## src/rtl/config_stream_tx.sv

```systemverilog
// ============================================================================
// Module : config_stream_tx
// Brief  : Transmit end of the fabric configuration word port (sync/header/
//          data/desync stream). Optional macro CONFIG_STREAM_TX_PREAMBLE_EN
//          inserts zero padding words ahead of the sync word.
// Rev    : 1.0 - initial release
// ============================================================================
`default_nettype none

module config_stream_tx #(
    parameter int NUMBER_OF_ROWS     = 16,
    parameter int FRAME_BITS_PER_ROW = 32,
`ifdef CONFIG_STREAM_TX_PREAMBLE_EN
    parameter int PREAMBLE_WORDS     = 4,
`endif
    parameter int DESYNC_FLAG        = 20
) (
    input  logic                          CLK,
    input  logic                          resetn,
    input  logic                          start,
    input  logic                          abort,
    input  logic                          cmd_valid,
    output logic                          cmd_ready,
    input  logic [FRAME_BITS_PER_ROW-1:0] cmd_addr,
    input  logic                          cmd_last,
    input  logic                          data_valid,
    output logic                          data_ready,
    input  logic [FRAME_BITS_PER_ROW-1:0] data_in,
    output logic [FRAME_BITS_PER_ROW-1:0] WriteData,
    output logic                          WriteStrobe,
    output logic                          FSM_Reset,
    output logic                          busy,
    output logic                          done,
    output logic                          addr_err
);

    localparam logic [FRAME_BITS_PER_ROW-1:0] c_SYNC_WORD   = FRAME_BITS_PER_ROW'(32'hFAB0_FAB1);
    localparam logic [FRAME_BITS_PER_ROW-1:0] c_DESYNC_WORD = FRAME_BITS_PER_ROW'(1) << DESYNC_FLAG;
    localparam logic [4:0]                    c_ROW_LAST    = 5'(NUMBER_OF_ROWS - 1);

    typedef enum logic [2:0] {
        S_IDLE     = 3'd0,
        S_ACTIVATE = 3'd1,
`ifdef CONFIG_STREAM_TX_PREAMBLE_EN
        S_PREAMBLE = 3'd7,
`endif
        S_SYNC     = 3'd2,
        S_HEADER   = 3'd3,
        S_DATA     = 3'd4,
        S_DESYNC   = 3'd5,
        S_DONE     = 3'd6
    } state_t;

    state_t                        r_state,     w_next_state;
    logic [4:0]                    r_row_cnt,   w_row_cnt;
    logic                          r_last,      w_last;
    logic [FRAME_BITS_PER_ROW-1:0] r_wdata,     w_wdata;
    logic                          r_strobe,    w_strobe;
    logic                          r_fsm_reset, w_fsm_reset;
    logic                          r_busy,      w_busy;
    logic                          r_done,      w_done;
    logic                          r_addr_err,  w_addr_err;

`ifdef CONFIG_STREAM_TX_PREAMBLE_EN
    localparam int c_PRE_W = (PREAMBLE_WORDS > 1) ? $clog2(PREAMBLE_WORDS) : 1;
    logic [c_PRE_W-1:0] r_pre_cnt, w_pre_cnt;
`endif

    // Handshake readiness depends on state only, so sources see no comb path.
    assign cmd_ready   = (r_state == S_HEADER);
    assign data_ready  = (r_state == S_DATA);
    assign WriteData   = r_wdata;
    assign WriteStrobe = r_strobe;
    assign FSM_Reset   = r_fsm_reset;
    assign busy        = r_busy;
    assign done        = r_done;
    assign addr_err    = r_addr_err;

    always_comb begin
        w_next_state = r_state;
        w_row_cnt    = r_row_cnt;
        w_last       = r_last;
        w_wdata      = r_wdata;
        w_strobe     = 1'b0;
        w_fsm_reset  = r_fsm_reset;
        w_busy       = r_busy;
        w_done       = 1'b0;
        w_addr_err   = 1'b0;
`ifdef CONFIG_STREAM_TX_PREAMBLE_EN
        w_pre_cnt    = r_pre_cnt;
`endif
        case (r_state)
            S_IDLE: begin
                if (start && !abort) begin
                    w_next_state = S_ACTIVATE;
                    w_fsm_reset  = 1'b1;
                    w_busy       = 1'b1;
                end
            end
            S_ACTIVATE: begin
`ifdef CONFIG_STREAM_TX_PREAMBLE_EN
                w_pre_cnt    = c_PRE_W'(PREAMBLE_WORDS - 1);
                w_next_state = S_PREAMBLE;
`else
                w_next_state = S_SYNC;
`endif
            end
`ifdef CONFIG_STREAM_TX_PREAMBLE_EN
            S_PREAMBLE: begin
                w_wdata  = '0;
                w_strobe = 1'b1;
                if (r_pre_cnt == '0) begin
                    w_next_state = S_SYNC;
                end else begin
                    w_pre_cnt = r_pre_cnt - 1'b1;
                end
            end
`endif
            S_SYNC: begin
                w_wdata      = c_SYNC_WORD;
                w_strobe     = 1'b1;
                w_next_state = S_HEADER;
            end
            S_HEADER: begin
                if (cmd_valid) begin
                    // The desync bit is reserved for the end-of-session word.
                    w_wdata      = cmd_addr & ~c_DESYNC_WORD;
                    w_strobe     = 1'b1;
                    w_addr_err   = cmd_addr[DESYNC_FLAG];
                    w_last       = cmd_last;
                    w_row_cnt    = c_ROW_LAST;
                    w_next_state = S_DATA;
                end
            end
            S_DATA: begin
                if (data_valid) begin
                    w_wdata  = data_in;
                    w_strobe = 1'b1;
                    if (r_row_cnt == 5'd0) begin
                        w_next_state = r_last ? S_DESYNC : S_HEADER;
                    end else begin
                        w_row_cnt = r_row_cnt - 5'd1;
                    end
                end
            end
            S_DESYNC: begin
                w_wdata      = c_DESYNC_WORD;
                w_strobe     = 1'b1;
                w_next_state = S_DONE;
            end
            S_DONE: begin
                w_done       = 1'b1;
                w_fsm_reset  = 1'b0;
                w_busy       = 1'b0;
                w_next_state = S_IDLE;
            end
            default: begin
                w_next_state = S_IDLE;
            end
        endcase

        // Abort discards any same-cycle handshake and skips desync/done.
        if (abort && (r_state != S_IDLE)) begin
            w_next_state = S_IDLE;
            w_wdata      = r_wdata;
            w_strobe     = 1'b0;
            w_fsm_reset  = 1'b0;
            w_busy       = 1'b0;
            w_done       = 1'b0;
            w_addr_err   = 1'b0;
        end
    end

    always_ff @(posedge CLK or negedge resetn) begin
        if (!resetn) begin
            r_state     <= S_IDLE;
            r_row_cnt   <= 5'd0;
            r_last      <= 1'b0;
            r_wdata     <= '0;
            r_strobe    <= 1'b0;
            r_fsm_reset <= 1'b0;
            r_busy      <= 1'b0;
            r_done      <= 1'b0;
            r_addr_err  <= 1'b0;
`ifdef CONFIG_STREAM_TX_PREAMBLE_EN
            r_pre_cnt   <= '0;
`endif
        end else begin
            r_state     <= w_next_state;
            r_row_cnt   <= w_row_cnt;
            r_last      <= w_last;
            r_wdata     <= w_wdata;
            r_strobe    <= w_strobe;
            r_fsm_reset <= w_fsm_reset;
            r_busy      <= w_busy;
            r_done      <= w_done;
            r_addr_err  <= w_addr_err;
`ifdef CONFIG_STREAM_TX_PREAMBLE_EN
            r_pre_cnt   <= w_pre_cnt;
`endif
        end
    end

endmodule

`default_nettype wire
```

## config.mk

```make
export PLATFORM = sky130hd
export DESIGN_NAME = config_stream_tx
export DESIGN_NICKNAME = d
export VERILOG_FILES = /design/src/rtl/config_stream_tx.sv
export SDC_FILE = /design/constraint.sdc
export NUM_CORES = 1
export LEC_CHECK = 0
export ABC_AREA = 1
export CORE_MARGIN = 4
export CORE_UTILIZATION = 47
export CTS_BUF_LIST = sky130_fd_sc_hd__clkbuf_8
export DETAILED_ROUTE_END_ITERATION = 12
export GPL_TIMING_DRIVEN = 0
export PLACE_DENSITY = 0.89
export SLEW_MARGIN = 0
export SYNTH_ARGS = -nofsm -noshare
export SYNTH_HDL_FRONTEND = slang
export SYNTH_SLANG_ARGS = --single-unit
```

## constraint.sdc

```tcl
create_clock -name CLK -period 4.25 [get_ports CLK]
set_input_delay 0.85 -clock CLK [delete_from_list [all_inputs] [get_ports CLK]]
set_output_delay 0.85 -clock CLK [all_outputs]
set_load 0.01 [all_outputs]
```

Word level (Yosys, flattened, before mapping)

Index checks and enable logic that the tools add are counted.

Flip-flop bits (word level): 45

Equality and inequality tests: 13
$add $sub $neg: 1
Bitwise logic cells: 1
Multiplexer cells: 26
Reduce and logical (&&, ||, !) cells: 15

Operator list:

| kind                                              | count |
|---|---|
| case mux 32 bit (4 select lines)                  | 1 |
| two-way mux 32 bit                                | 2 |
| two-way mux 3 bit                                 | 6 |
| case mux 3 bit (6 select lines)                   | 1 |
| two-way mux 5 bit                                 | 3 |
| AND reduction 4 bit                               | 3 |
| two-way mux 1 bit                                 | 10 |
| case mux 5 bit (2 select lines)                   | 1 |
| == test 3 bit (second input constant)             | 3 |
| == test 3 x 2 -> 1 bit (second input constant)    | 2 |
| != test 2 bit (second input constant)             | 3 |
| != test 3 x 2 -> 1 bit (second input constant)    | 2 |
| nonzero test 3 bit                                | 2 |
| logical NOT 5 bit                                 | 1 |
| subtractor 5 x 1 -> 5 bit (second input constant) | 1 |
| AND reduction 2 bit                               | 2 |
| nonzero test 4 bit                                | 1 |
| == test 3 x 1 -> 1 bit (second input constant)    | 1 |
| logical NOT 3 bit                                 | 1 |
| != test 3 x 1 -> 1 bit (second input constant)    | 1 |
| != test 3 bit (second input constant)             | 1 |
| case mux 1 bit (3 select lines)                   | 1 |
| logical AND 1 bit                                 | 2 |
| case mux 1 bit (2 select lines)                   | 1 |
| other kinds (4)                                   | 4 |

Depth between registers and ports, before layout

Depth in word-level cells: 5
Mapped depth: 10

Least setup slack after synthesis

No wires, ideal clock.

Path kind: flip-flop to output port
Start point: register r_state[0]
End point: output port data_ready
Data required time: 3.400 ns
Path slack: 2.362 ns
Data arrival time: 1.038 ns
Path buffers: 1
Stages on the path, launching flop included: 5
Cell sequence: dfrtp_1 nor2_2 nand2_1 inv_2 buf_2

Word-level cells in the longest chain between the ends: 1

RTL lines:

| item                   | line | RTL |
|---|---|---|
| from (decl)            | 54   | `state_t r_state, w_next_state;` |
| from (signal assigned) | 189  | `r_state <= w_next_state;` |
| == test 3 bit          | 71   | `assign data_ready = (r_state == S_DATA);` |
| to (decl)              | 27   | `output logic data_ready,` |

Every way passes these cells.

Worst setup path in the final report

Start point: register r_state[1]
End point: output port data_ready

Same word-level chain as after synthesis.

==> results_dict.tcl <==
set metrics [dict create \
    synth_top_area_share_pct 45.8 \
    postCtsHoldBufs 0 \
    synth_top_area_cell "dfrtp_1" \
    cts_setup_buffers 0 \
    grt_start_max_net_pins 29 \
    cts_sinks 45 \
    dieArea_sq_um 6460 \
    synthDistinctLibCells 24 \
    core_sq_um 5070 \
    rsz0062_at_grt "false" \
    clock_path_buffers 2 \
    crit_chain "nor2_2 -> nand2_1 -> inv_2 -> buf_2 -> clkdlybuf4s50_1" \
    grt_overflow_total 0 \
    num_antenna_cells 0 \
    hold_class "in2async" \
    cts_tree "done" \
    crit_buf_inv 3 \
    synth_edf_count 0 \
    antenna_found_initial 0 \
    dp_cells 526 \
    max_cap_violations 0 \
    grt_use_total_pct 22.9 \
    clk_pin_slew_ns 0.09 \
    placed_area_sq_um 3650 \
    io_pins 110 \
    tightest_slew_ns 0.470 \
    endpoint_kind "output port" \
    use_met2_pct 39.7 \
    ys_seq_area_share_pct 45.8 \
    fill_cells 385 \
    viasPerCell 4.92 \
    finalClockSkew_ns 0.00783 \
    synth_area_sq_um 2460 \
    drt_iter0_drc 121 \
    start_util_pct 48.5 \
    gp_congestion 0.859 \
    grt_pass1_vias 2490 \
    die_y_um 80.3 \
    whs_ns 0.468 \
    synth-seq-cells 45 \
    ys_top_cells_by_area "dfrtp_1 46%, nand2_1 28%, nand3_1 6.7%" \
    syn_avg_cell_area_sq_um 7.11 \
    power.leakage_nw 1.76 \
    synth_most_common_cell "nand2_1" \
    firstDrtPassIters 5 \
    routed-via-count 2625 \
    slowest_delay_ns 0.57 \
    critPathLaunchType "register" \
    grt_pass1_wl_mm 11.5 \
    post_route_cells_drive_above_1_share_pct 7.11 \
    fmax_mhz 340 \
    setup-violations-final 0 \
    syn_inst 346 \
    hold_viol 0 \
    timing.slew.headroom_pct 68.6 \
    die_w_um 80.3 \
    grt_use_met1_pct 28.2 \
    ctsResizeCount 0 \
    syn2layout_area_growth_pct 53.4 \
    clock_latency_ns 0.31 \
    fin_nets 537 \
    grtUsageMet3_pct 5.16 \
    ys.flop_type "dfrtp_1" \
    finalSetupTns_ns 0 \
    ant_nets 0 \
    drv_slew 0 \
    wl_per_cell_um 13.5 \
    power_density_nw_per_um2 642 \
    hpwl_mm 5.50 \
    cp_slowest_cell "clkdlybuf4s50_1" \
    critical_path_class "reg2out" \
    synth_warnings 0 \
    synth_top_cells_by_count "183 x nand2_1, 45 x dfrtp_1, 33 x nand3_1" \
    period_needed_ns 2.94 \
    crit_required_ns 3.40 \
    vdd_drop_max_uv 289 \
    grt.busiest_layer "met2" \
    io_buffers 109 \
    synthArstFlopShare_pct 100 \
    crit_family "buffers and inverters" \
    post-route-period-util_pct 69.2 \
    setup_slack_ns 1.31 \
    place_ws_ns 1.62 \
    stdcell_count 534 \
    status "completed" \
    wirelength_mm 7.23 \
    path_max_fanout 10 \
    design_area_sq_um 3770 \
    arrival_ns 2.09 \
    drc 0 \
    num_rows 26 \
    numCtsBuffers 5 \
    synth_nets 420 \
    htreeDepth 2 \
    cts-root-buf "clkbuf_8" \
]
==> area by class of cell <==
| cell class | instances | area, sq um | area share [%] |
|---|---|---|---|
| clock buffer | 6 | 82.6 | 2.19 |
| multi-input combinational | 265 | 1140 | 30.3 |
| inverter | 20 | 77.6 | 2.06 |
| clock inverter | 2 | 37.5 | 0.995 |
| timing repair buffer | 110 | 1110 | 29.3 |
| buffer | 16 | 111 | 2.95 |
| sequential | 45 | 1130 | 29.8 |
| tap | 70 | 87.6 | 2.32 |
==> through the flow <==
| stage | util, % | power [W] |
|---|---|---|
| 2_1_floorplan | - | 0.00151 |
| 3_3_place_gp | 71.7 | 0.00204 |
| 3_5_place_dp | 72.0 | 0.00208 |
| 4_1_cts | 74.4 | 0.00244 |
| 5_1_grt | 74.4 | 0.00262 |
| 6_report | 74.4 | 0.00242 |
==> path summary, 6_finish.rpt <==
path | end | slack, ns | startpoint | cells past startpoint
min in group CLK | WriteData[11] | 0.48 | WriteData[11] | 2
worst max register to register | WriteData[24] | 2.27 | r_state[1] | 7
worst max-delay path | data_ready | 1.31 | r_state[1] | 5
max in group asynchronous | WriteData[0] | 3.28 | resetn | 2
worst min register to register | WriteData[11] | 0.48 | WriteData[11] | 2
worst min-delay path | WriteData[15] | 0.47 | resetn | 1
==> routing by layer <==
layer / vias to the layer above / part of all wire [%]
met5: - / 0
met4: 0 / 1.7
met3: 12 / 6.7
met2: 84 / 49
met1: 1220 / 43
li1: 1309 / -
==> cell usage in the layout, fill, tap and decap left out, types with 2 or more instances in the layout <==
master           count
clkdlybuf4s50_1    108
nor2_1              12
buf_4                6
buf_6                3
dfrtp_1             45
clkbuf_8             6
inv_2                2
o21ai_0             19
nand2_1            183
inv_1               17
clkbuf_1             2
buf_2                6
nor2_4               2
ha_1                 3
a21oi_1              3
nand2_2              2
nand3_1             33
==> report_power, final <==
part | internal (W) | switching (W) | total [W]
registers | 0.000614 | 0.000105 | 0.000720
clock network | 0.000191 | 0.000151 | 0.000343
logic | 0.000619 | 0.000742 | 0.00136
==> sequential cells by signal, indices dropped and copies added, names as in the netlist <==
signal / flops
WriteData: 32
WriteStrobe: 1
addr_err: 1
busy: 1
done: 1
r_last: 1
r_row_cnt: 5
r_state: 3
==> cell families (layout without fill, tap and decap cells) <==
group	Yosys count	after routing	share of synthesized area, %
buffers and inverters	36	154	7.68
XOR/XNOR	2	2	0.712
flip-flops	45	45	45.8
AND/OR/NAND/NOR	236	236	39.1
adder cells (fa/ha/maj)	3	3	1.53
AO/OA/AOI/OAI	24	24	5.19
Note: power is estimated with default switching activity, not from simulation.
